File: src/rtl/divider_1.sv
// divider_1 : unsigned WIDTH-bit divider using repeated subtraction,
// at most one subtraction per clock.
// Optional feature: define DIVIDER_DIV0_ERR_EN to add the div0 output,
// which flags results produced by a zero divisor.
// Zero divisor: the block goes straight to DONE with quotient = all ones and
// remainder = dividend.
module divider_1 #(
  parameter int WIDTH = 16
) (
  input  logic             clk,
  input  logic             res_n,
  input  logic             start,
  input  logic [WIDTH-1:0] arg1,
  input  logic [WIDTH-1:0] arg2,
  output logic             busy,
  output logic             done,
  output logic [WIDTH-1:0] quotient,
  output logic [WIDTH-1:0] remainder
`ifdef DIVIDER_DIV0_ERR_EN
  ,
  output logic             div0
`endif
);

  typedef enum logic [1:0] {
    IDLE = 2'd0,
    SUB  = 2'd1,
    DONE = 2'd2
  } state_t;

  state_t           r_state;
  state_t           w_state_nxt;
  logic [WIDTH-1:0] r_quotient;
  logic [WIDTH-1:0] r_remainder;
  logic [WIDTH-1:0] r_divisor;
  logic             w_accept;
  logic             w_div_zero;
  logic             w_can_sub;
`ifdef DIVIDER_DIV0_ERR_EN
  logic             r_div0;
`endif

  // A new request is only taken when no division is running.
  assign w_accept   = start && (r_state != SUB);
  assign w_div_zero = (arg2 == '0);
  // The quotient counter cannot wrap: it counts at most arg1 subtractions.
  assign w_can_sub  = (r_remainder >= r_divisor);

  // State register with asynchronous reset back to IDLE.
  always_ff @(posedge clk or negedge res_n) begin
    // NOTE: sequential state uses non-blocking assignments so every register
    // samples the pre-edge values, independent of block evaluation order.
    if (!res_n) begin
      r_state <= IDLE;
    end else begin
      r_state <= w_state_nxt;
    end
  end

  // Next-state decode.
  always_comb begin
    // NOTE: default-assign first so no path leaves w_state_nxt unassigned,
    // which would otherwise infer a latch.
    w_state_nxt = r_state;
    case (r_state)
      IDLE, DONE: begin
        if (start) begin
          w_state_nxt = w_div_zero ? DONE : SUB;
        end
      end
      SUB: begin
        if (!w_can_sub) begin
          w_state_nxt = DONE;
        end
      end
      default: w_state_nxt = IDLE;
    endcase
  end

  // Datapath: load operands on an accepted start, subtract once per cycle in SUB.
  always_ff @(posedge clk or negedge res_n) begin
    if (!res_n) begin
      r_quotient  <= '0;
      r_remainder <= '0;
      r_divisor   <= '0;
`ifdef DIVIDER_DIV0_ERR_EN
      r_div0      <= 1'b0;
`endif
    end else if (w_accept) begin
      r_divisor   <= arg2;
      r_remainder <= arg1;
      r_quotient  <= w_div_zero ? '1 : '0;
`ifdef DIVIDER_DIV0_ERR_EN
      r_div0      <= w_div_zero;
`endif
    end else if ((r_state == SUB) && w_can_sub) begin
      r_remainder <= r_remainder - r_divisor;
      r_quotient  <= r_quotient + 1'b1;
    end
  end

  // Status outputs decode directly from the state, so busy and done are exclusive.
  always_comb begin
    busy = (r_state == SUB);
    done = (r_state == DONE);
  end

  assign quotient  = r_quotient;
  assign remainder = r_remainder;
`ifdef DIVIDER_DIV0_ERR_EN
  assign div0      = r_div0;
`endif

endmodule
File: config.mk
export PLATFORM = sky130hd
export DESIGN_NAME = divider_1
export DESIGN_NICKNAME = d
export VERILOG_FILES = /design/src/rtl/divider_1.sv
export SDC_FILE = /design/constraint.sdc
export NUM_CORES = 1
export LEC_CHECK = 0
export CORE_UTILIZATION = 47
export DETAILED_ROUTE_END_ITERATION = 10
export PLACE_DENSITY = 0.85
export SLEW_MARGIN = 40
export SYNTH_ARGS = -nofsm -noshare
export SYNTH_HDL_FRONTEND = slang
export SYNTH_SLANG_ARGS = --single-unit
File: constraint.sdc
create_clock -name clk -period 2.6 [get_ports clk]
set_clock_uncertainty 0.2 [all_clocks]
set_input_delay 0.26 -clock clk [delete_from_list [all_inputs] [get_ports clk]]
set_output_delay 0.26 -clock clk [all_outputs]
set_load 0.01 [all_outputs]
==> results_dict.tcl, run 1 <==
set metrics [dict create \
    status "complete, but fails checks" \
    violations "negative setup slack" \
    design.die.area_um2 7270 \
    gr-total-overflow 0 \
    yosys_register_bits 50 \
    required_ns 2.60 \
    antenna_left 0 \
    power_density_nw_per_um2 1710 \
    final_common_cell "clkdlybuf4s50_1" \
    switchingPower_mw 3.84 \
    drt_iter0_markers 346 \
    route.detailed.drc 0 \
    nNetsFinal 547 \
    rsz0062_at_grt "true" \
    comb_power_share 0.746 \
    switching_share 0.466 \
    hold_violations 0 \
    max_freq_mhz 356 \
    antenna_cells 0 \
    met2_usage 0.466 \
    startpoint_type "flop" \
    syn-num-nets 426 \
    cts_tree "done" \
    power_frac_seq 0.185 \
    core_um2 6530 \
    portBuffers 68 \
    cap_violations 0 \
    num_vias 3501 \
    final_cell_mix "clkdlybuf4s50_1 (67), buf_4 (57), nand2_1 (50), dfrtp_1 (50), o21ai_0 (26)" \
    syn_area_um2 3260 \
    avgSynthCellArea_um2 8.73 \
    gr-usage-met3 0.0477 \
    crit_path_max_fanout 16 \
    dp_hpwl_mm 6.60 \
    io_pins 69 \
    setup_ws_ns -0.210 \
    dr.pass1.iters 5 \
    htree_levels 2 \
    gp_congestion 1.01 \
    drive_gt1_frac 0.259 \
    numCtsBuffers 5 \
    ys_seq_area_frac 0.384 \
    hold_path_class "in -> async" \
    setup_violations 34 \
    worst_slew_pin_slew_ns 0.632 \
    syn-instance-count 373 \
    grt_pass1_vias 3402 \
    cts-root-buf "clkbuf_8" \
    viasPerCell 6.12 \
    ys.flop_type "dfrtp_1" \
    grt_util_met1 0.363 \
    yosysUniqueCellTypes 52 \
    p_leak_nw 2.05 \
    end_kind "flop" \
    worstSetupPathType "reg -> reg" \
    track_usage 0.279 \
    pwr-share-clk 0.068 \
    clk_path_buf_depth 2 \
    grt_pass1_wl_mm 16.1 \
    fp.dieW_um 85.3 \
    top_usage_layer "met2" \
    p_int_mw 4.39 \
    period_minus_slack_ns 2.81 \
    max_slew_margin 0.578 \
    ys_async_sr_fraction 1.00 \
    fin_crit_sh 1.08 \
    rows 29 \
    synth_edf_count 0 \
    fin_hold_ws_ns 0.248 \
    clock_latency_ns 0.32 \
    start_util 0.499 \
    cp.arrival_ns 2.80 \
    antenna_found_initial 0 \
    yosys_warnings 0 \
    numClockSinks 50 \
    die_y_um 85.3 \
    placed_cells 556 \
    slew_violations 0 \
    syn2layout_area_growth_pct 47.7 \
    routedWlPerCell_um 18.2 \
    ir_drop_uv 902 \
    grt_max_degree 51 \
    stdcell_count 572 \
    wl_mm 10.4 \
    clk_pin_slew_worst_paths_ns 0.10 \
]
worst max-delay path, cell delays in order, from the launching register on:
cell and delay (ns):
dfrtp_1 0.42, inv_2 0.09, ha_4 0.13, inv_2 0.03
fa_2 0.33, a21o_1 0.19, a211o_1 0.29, a221oi_4 0.28
buf_6 0.19, a31oi_4 0.17, buf_8 0.20, nor2_1 0.11
a31oi_1 0.05
layer usage:
| metal | vias up | routed length [um] |
|---|---|---|
| met5 | - | 0 |
| met4 | 0 | 387 |
| met3 | 45 | 736 |
| met2 | 193 | 5080 |
| met1 | 1662 | 4200 |
| li1 | 1601 | - |
cell families (layout without fill, tap and decap cells):
kind of cell,count (synthesis),count (layout),share of synthesized area
multiplexers,3,3,0.0111
buffers and inverters,45,166,0.0668
AND/OR/NAND/NOR,130,130,0.193
AO/OA/AOI/OAI,118,119,0.250
flip-flops,50,50,0.384
XOR/XNOR,9,9,0.0242
adder cells (fa/ha/maj),18,18,0.0714
area by class of cell:
type | count | area, um^2
clock buffer | 7 | 76.3
clock inverter | 1 | 30.0
inverter | 24 | 90.1
multi-input combinational | 279 | 2040
timing repair buffer | 134 | 1230
fill | 451 | 1720
sequential | 50 | 1250
tap | 77 | 96.3
through the flow:
stage	utilization	setup WS (ns)	cell area [um^2]	power [mW]	setup TNS [ns]
floorplan	-	-0.144	3270	4.59	-2.05
global placement	0.674	-0.121	4400	6.51	-2.69
detailed placement	0.674	-0.304	4400	6.71	-6.98
CTS	0.713	-0.169	4650	7.62	-3.75
global route	0.737	-0.279	4810	8.77	-7.96
finish	0.737	-0.210	4810	8.23	-5.62
path summary, 6_finish.rpt:
| kind | from | end | slack [ns] | cells past startpoint |
|---|---|---|---|---|
| min in group clk | arg1[4] | remainder[4]$_DFFE_PN0P_ | 0.30 | 3 |
| worst max-delay path | remainder[0]$_DFFE_PN0P_ | remainder[9]$_DFFE_PN0P_ | -0.21 | 12 |
| worst min register to register | r_state[0]$_DFFE_PN0P_ | r_state[0]$_DFFE_PN0P_ | 0.32 | 1 |
| worst max register to register | remainder[0]$_DFFE_PN0P_ | remainder[9]$_DFFE_PN0P_ | -0.21 | 12 |
| max in group asynchronous | res_n | quotient[10]$_DFFE_PN0P_ | 1.70 | 3 |
| worst min-delay path | res_n | r_divisor[8]$_DFFE_PN0P_ | 0.25 | 3 |
cells in the mapped netlist (4+ instances only):
cell       n  area [um^2]
xnor2_1    5         43.8
nand3_1    9         45.0
a31oi_1   10         62.6
a311oi_2   4         60.1
a21oi_1   25          125
xor2_1     4         35.0
nor3_1     4         20.0
nor2_1    25         93.8
nand2_1   52          195
a211oi_1  13         97.6
a311oi_1   8         70.1
or3_1      4         25.0
nand2b_1   6         37.5
buf_6      4         45.0
ha_1      17          213
o22ai_1    5         31.3
dfrtp_1   50         1250
and3_1     9         56.3
nand4_1    4         25.0
nor4_1     7         43.8
o21ai_0   29          145
buf_1      4         15.0
buf_2      6         30.0
clkbuf_1   4         15.0
inv_1     24         90.1
power groups by stage:
stage               logic, mW  registers, mW  clock network (mW)
floorplan                3.02           1.57                   0
global placement         5.04           1.47                   0
detailed placement       5.21           1.49                   0
CTS                      5.56           1.49               0.569
global route             6.60           1.57               0.597
finish                   6.15           1.53               0.560
registers in the layout (all words and copies together), names as in the netlist:
register and count:
quotient 16, r_divisor 16, r_state 2, remainder 16
timing repair:
item,in CTS,in global routing
buffers inserted,4,2
hold buffers,1,0
gates cloned,1,0
hold endpoints to repair,50,0
resized for setup,18,36
pin swaps,5,11
setup endpoints to repair,34,35
Note: power is estimated with default switching activity, not from simulation.
==> run 2: changes to the inputs <==
- CORE_MARGIN: unset -> 2
==> run 2 against run 1 <==
  * The run still ends with negative setup slack left
  * Maximum frequency fell by 0.43%
  * Total power decreased by 6.0%
  * First-iteration DRC count down 53%
  * Via count is 4.3% lower
  * Final area shrank 1.9%
  * Register-to-register slack is essentially flat
  * Non-clock buffer count is 1 lower
  * Clock power down 16%
  * Sequential share of layout area up 0.50 points
  * Combinational power down 6.8%
  * Wire length fell by 7.2%
  * Worst hold slack better by 0.0069 ns
  * Critical endpoint is now quotient[10]$_DFFE_PN0P_
==> results_dict.tcl, run 2 (same netlist as run 1, synthesis figures left out) <==
set metrics [dict create \
    core_um2 6760 \
    crit_buf_inv 5 \
    power_mw 7.74 \
    start_util 0.482 \
    final_common_cell "clkdlybuf4s50_1" \
    startpoint_type "flop" \
    final_cell_mix "clkdlybuf4s50_1 (67), buf_4 (58), nand2_1 (51)" \
    dpl_cell_area_um2 4370 \
    crit_family "compound AO/OA/AOI/OAI gates" \
    stdcell_count 573 \
    routed-wl-met2_mm 4.91 \
    crit_path_max_fanout 6 \
    utilization 0.699 \
    required_ns 2.63 \
    design.die.area_um2 7610 \
    status "complete, but fails checks" \
    end_kind "flop" \
    antenna_cells 0 \
    switching_share 0.453 \
    violations "negative setup slack" \
    routedWlPerCell_um 16.9 \
    clock_latency_ns 0.31 \
    gr-total-overflow 0 \
    seq_area_um2 1250 \
    grt_pass1_wl_mm 15.1 \
    pwr-share-clk 0.061 \
    syn2layout_area_growth_pct 45.0 \
    worst_slew_pin_slew_ns 0.492 \
    cp.arrival_ns 2.85 \
    track_usage 0.250 \
    critical_path.max_stage_delay_ns 0.40 \
    pre_cts_ws_ns -0.335 \
    dr.max_layer_used "met4" \
    cts_tree "done" \
    grt_max_degree 51 \
    ir_drop_uv 757 \
    dp_hpwl_mm 7.16 \
    clk_path_buf_depth 2 \
    antenna_left 0 \
    rsz0062_at_grt "true" \
    p_leak_nw 2.01 \
    max_freq_mhz 354 \
    fin_hold_ws_ns 0.255 \
    finalSetupTns_ns -5.73 \
    switchingPower_mw 3.51 \
    worstSetupPathType "reg -> reg" \
    dr.pass1.iters 4 \
    max_slew_margin 0.672 \
    setup_ws_ns -0.222 \
    clk_pin_slew_worst_paths_ns 0.10 \
    cts-root-buf "clkbuf_8" \
    nNetsFinal 545 \
    r2r_setup_slack_ns -0.22 \
    fp.dieW_um 87.3 \
    drt_iter0_markers 162 \
    cpMostUsedCell "buf_4" \
    setup_violations 34 \
    multi_input_area_um2 1990 \
    cp_cell_sequence "inv_1 > ha_2 > inv_2 > fa_2 > a21o_1 > a211o_1 > a221oi_4 > buf_4 > buf_6 > a211oi_4 > buf_4 > a311oi_2" \
    numClockSinks 50 \
    cap_violations 0 \
    viasPerCell 5.84 \
    grt_pass1_vias 3327 \
    numCtsBuffers 5 \
    antenna_found_initial 0 \
    period_minus_slack_ns 2.82 \
    drive_gt1_frac 0.225 \
    power_frac_seq 0.199 \
    portBuffers 68 \
    r2r-end "quotient[10]$_DFFE_PN0P_" \
    met1Wirelength_mm 4.15 \
    hold_path_class "in -> async" \
    reg2regPathDepth 12 \
    num_vias 3349 \
    placed_cells 555 \
    power_density_nw_per_um2 1640 \
    hold_violations 0 \
    comb_power_share 0.740 \
    timing.rr.start "remainder[0]$_DFFE_PN0P_" \
    gp_congestion 0.891 \
    fin_crit_sh 1.09 \
    die_y_um 87.3 \
    design_area_um2 4720 \
    crit_slowest_cell "dfrtp_1" \
    io_pins 69 \
    wl_mm 9.66 \
    slew_violations 0 \
    fill_cells 502 \
    wl_met3_um 517 \
    route.detailed.drc 0 \
    htree_levels 2 \
    p_int_mw 4.23 \
    rows 30 \
]
## run 2: cell count changes in the layout (fill, tap and decap cells not counted), sizes merged
| cell | change |
|---|---|
| clkinv | +2 |
| bufinv | -1 |
| clkinvlp | +1 |
| a21oi | -1 |
| clkbuf | -2 |
| buf | -1 |
## run 2: how the worst max path moves through the flow
| stage | from | end | slack, ns | depth (start not counted) |
|---|---|---|---|---|
| 2_1_floorplan | remainder[0]$_DFFE_PN0P_ | remainder[2]$_DFFE_PN0P_ | -0.14 | 10 |
| 3_3_place_gp | remainder[0]$_DFFE_PN0P_ | quotient[13]$_DFFE_PN0P_ | -0.12 | 10 |
| 3_5_place_dp | remainder[0]$_DFFE_PN0P_ | quotient[14]$_DFFE_PN0P_ | -0.34 | 11 |
| 4_1_cts | remainder[0]$_DFFE_PN0P_ | quotient[13]$_DFFE_PN0P_ | -0.16 | 11 |
| 5_1_grt | remainder[0]$_DFFE_PN0P_ | quotient[9]$_DFFE_PN0P_ | -0.31 | 11 |
| 6_report | remainder[0]$_DFFE_PN0P_ | quotient[10]$_DFFE_PN0P_ | -0.22 | 12 |
## run 2: routing by layer
layer | vias to the layer above | track usage
li1 | 1600 | -
met1 | 1631 | 0.321
met2 | 108 | 0.441
met3 | 10 | 0.0370
met4 | 0 | 0.0629
met5 | - | 0
## run 2: worst reg2reg max path: cells and delay by family (launching register included)
kind                       cells  cell delay, ns
adders and majority gates      2            0.51
buffers and inverters          5            0.53
DFF                            1            0.40
AOI/OAI and AO/OA              5            1.11
## run 2: power groups by stage
| stage | clock network, mW | registers [mW] | logic, mW |
|---|---|---|---|
| 5_1_grt | 0.497 | 1.58 | 6.24 |
| 3_5_place_dp | 0 | 1.50 | 5.16 |
| 3_3_place_gp | 0 | 1.48 | 4.96 |
| 2_1_floorplan | 0 | 1.57 | 3.02 |
| 4_1_cts | 0.476 | 1.50 | 5.37 |
| 6_report | 0.469 | 1.54 | 5.73 |
## run 2: cell type report
cell class	instances	share of cell area
Clock buffer	5	0.0146
Sequential cell	50	0.265
Tap cell	80	0.0212
Clock inverter	3	0.00450
Inverter	24	0.0191
Multi-Input combinational cell	278	0.420
Timing Repair Buffer	133	0.255
## run 2: what timing repair did
item | in CTS | in global routing
cloned | 0 | 1
endpoints found under the setup margin | 34 | 34
resized for setup | 11 | 19
setup buffers | 5 | 3
pin swaps | 3 | 5
endpoints found under the hold margin | 50 | 0
hold buffers | 1 | 0
==> run 3: changes to the inputs <==
- SETUP_SLACK_MARGIN: unset -> 0.05
==> run 3 against run 2 <==
  * The run still ends with negative setup slack left
  * Non-clock buffer count rose by 11
  * Sequential cell count did not move
  * Clock power rose by 47%
  * Count of clock-buffer cells in the layout rose by 1
  * Total power rose by 8.2%
==> results_dict.tcl, run 3 (same netlist as run 1, synthesis figures left out) <==
set metrics [dict create \
    final_cell_mix "clkdlybuf4s50_1 (67), buf_4 (61), nand2_1 (51)" \
    worst_slew_pin_slew_ns 0.649 \
    placed_cells 562 \
    clk_pin_slew_worst_paths_ns 0.10 \
    violations "negative setup slack" \
    dp_hpwl_mm 6.88 \
    p_int_mw 4.59 \
    final_common_cell "clkdlybuf4s50_1" \
    clk_path_buf_depth 2 \
    finalSetupTns_ns -9.76 \
    gr-total-overflow 0 \
    design.die.area_um2 7610 \
    core_um2 6760 \
    gp_congestion 0.898 \
    io_pins 69 \
    cap_violations 0 \
    fp.dieW_um 87.3 \
    rows 30 \
    end_kind "flop" \
    antenna_found_initial 0 \
    stdcell_count 584 \
    crit_family "compound AO/OA/AOI/OAI gates" \
    multi_input_area_um2 2000 \
    die_y_um 87.3 \
    setup_ws_ns -0.342 \
    cts-root-buf "clkbuf_8" \
    max_freq_mhz 340 \
    htree_levels 2 \
    pwr-share-clk 0.082 \
    worstSetupPathType "reg -> reg" \
    fin_crit_sh 1.13 \
    max_slew_margin 0.568 \
    p_leak_nw 2.11 \
    drive_gt1_frac 0.264 \
    comb_power_share 0.734 \
    numCtsBuffers 5 \
    rsz0062_at_grt "true" \
    cp.arrival_ns 2.95 \
    grt_max_degree 27 \
    wl_mm 10.9 \
    power_frac_seq 0.184 \
    period_minus_slack_ns 2.94 \
    hold_violations 0 \
    antenna_cells 0 \
    setup_violations 34 \
    crit_slowest_cell "dfrtp_1" \
    critical_path.max_stage_delay_ns 0.41 \
    track_usage 0.280 \
    dr.pass1.iters 5 \
    power_density_nw_per_um2 1710 \
    nNetsFinal 556 \
    syn2layout_area_growth_pct 50.1 \
    status "complete, but fails checks" \
    routedWlPerCell_um 18.6 \
    crit_path_max_fanout 6 \
    seq_area_um2 1250 \
    pre_cts_ws_ns -0.256 \
    ir_drop_uv 731 \
    startpoint_type "flop" \
    numClockSinks 50 \
    fill_cells 472 \
    switching_share 0.452 \
    grt_pass1_wl_mm 16.8 \
    grt_pass1_vias 3544 \
    power_mw 8.37 \
    start_util 0.482 \
    required_ns 2.60 \
    num_vias 3643 \
    drt_iter0_markers 270 \
    switchingPower_mw 3.78 \
    cp_cell_sequence "inv_1 > ha_1 > inv_1 > fa_2 > a21o_1 > a211o_1 > a221oi_4 > buf_6 > buf_6 > a211oi_4 > a311oi_2 > a211oi_2" \
    portBuffers 68 \
    cts_tree "done" \
    clock_latency_ns 0.31 \
    antenna_left 0 \
    slew_violations 0 \
    viasPerCell 6.24 \
    crit_buf_inv 4 \
    hold_path_class "in -> async" \
    route.detailed.drc 0 \
]
## run 3: cell count changes in the layout (fill, tap and decap cells not counted), sizes merged
| cell | before | now |
|---|---|---|
| bufinv | 0 | 2 |
| clkbuf | 5 | 6 |
| buf | 65 | 76 |
| inv | 24 | 23 |
| clkinv | 2 | 0 |
## run 3: worst paths after layout
check / end / depth (start not counted) / slack, ns / startpoint
setup / recovery: quotient[14]$_DFFE_PN0P_ / 12 / -0.34 / remainder[0]$_DFFE_PN0P_
setup reg to reg: quotient[14]$_DFFE_PN0P_ / 12 / -0.34 / remainder[0]$_DFFE_PN0P_
max in group asynchronous: remainder[1]$_DFFE_PN0P_ / 3 / 1.33 / res_n
hold reg to reg: r_divisor[0]$_DFFE_PN0P_ / 2 / 0.35 / r_divisor[0]$_DFFE_PN0P_
hold / removal: r_divisor[10]$_DFFE_PN0P_ / 2 / 0.30 / res_n
min in group clk: remainder[7]$_DFFE_PN0P_ / 3 / 0.32 / arg1[7]
## run 3: layout make-up
type / instances / share of cell area
Clock buffer: 6 / 0.0169
Clock inverter: 2 / 0.0123
Inverter: 24 / 0.0192
Multi-Input combinational cell: 278 / 0.408
Sequential cell: 50 / 0.256
Tap cell: 80 / 0.0205
Timing Repair Buffer: 144 / 0.267
## run 3: worst reg2reg max path: stages, from the launching register on
cell      delay (ns)
dfrtp_1         0.41
inv_1           0.08
ha_1            0.17
inv_1           0.06
fa_2            0.34
a21o_1          0.18
a211o_1         0.30
a221oi_4        0.38
buf_6           0.17
buf_6           0.11
a211oi_4        0.09
a311oi_2        0.28
a211oi_2        0.05
## run 3: timing repair
item	4_1_cts	5_1_grt
hold buffers	1	0
endpoints found under the hold margin	24	0
cloned	0	1
resized for setup	32	20
setup endpoints to repair	34	35
setup buffers	9	3
pin swaps	9	7
## run 3: power groups by stage
stage,Clock [mW],Combinational (mW),Sequential [mW]
CTS,0.694,5.64,1.50
finish,0.690,6.15,1.54
floorplan,0,3.02,1.57
detailed placement,0,5.16,1.49
global placement,0,5.02,1.47
global route,0.725,6.63,1.56
## run 3: stage by stage
stage	hold WS (ns)	util	instance area (um^2)
global placement	0.107	0.652	4410
finish	0.296	0.724	4890
CTS	0.314	0.706	4770
floorplan	-0.236	-	3270
detailed placement	0.126	0.652	4410
global route	0.326	0.724	4890
## run 3: per-layer routing
metal  routed length [um]  GRT usage
met3                  786     0.0389
met4                  350      0.116
met1                 4440      0.369
met5                    0          0
met2                 5280      0.462
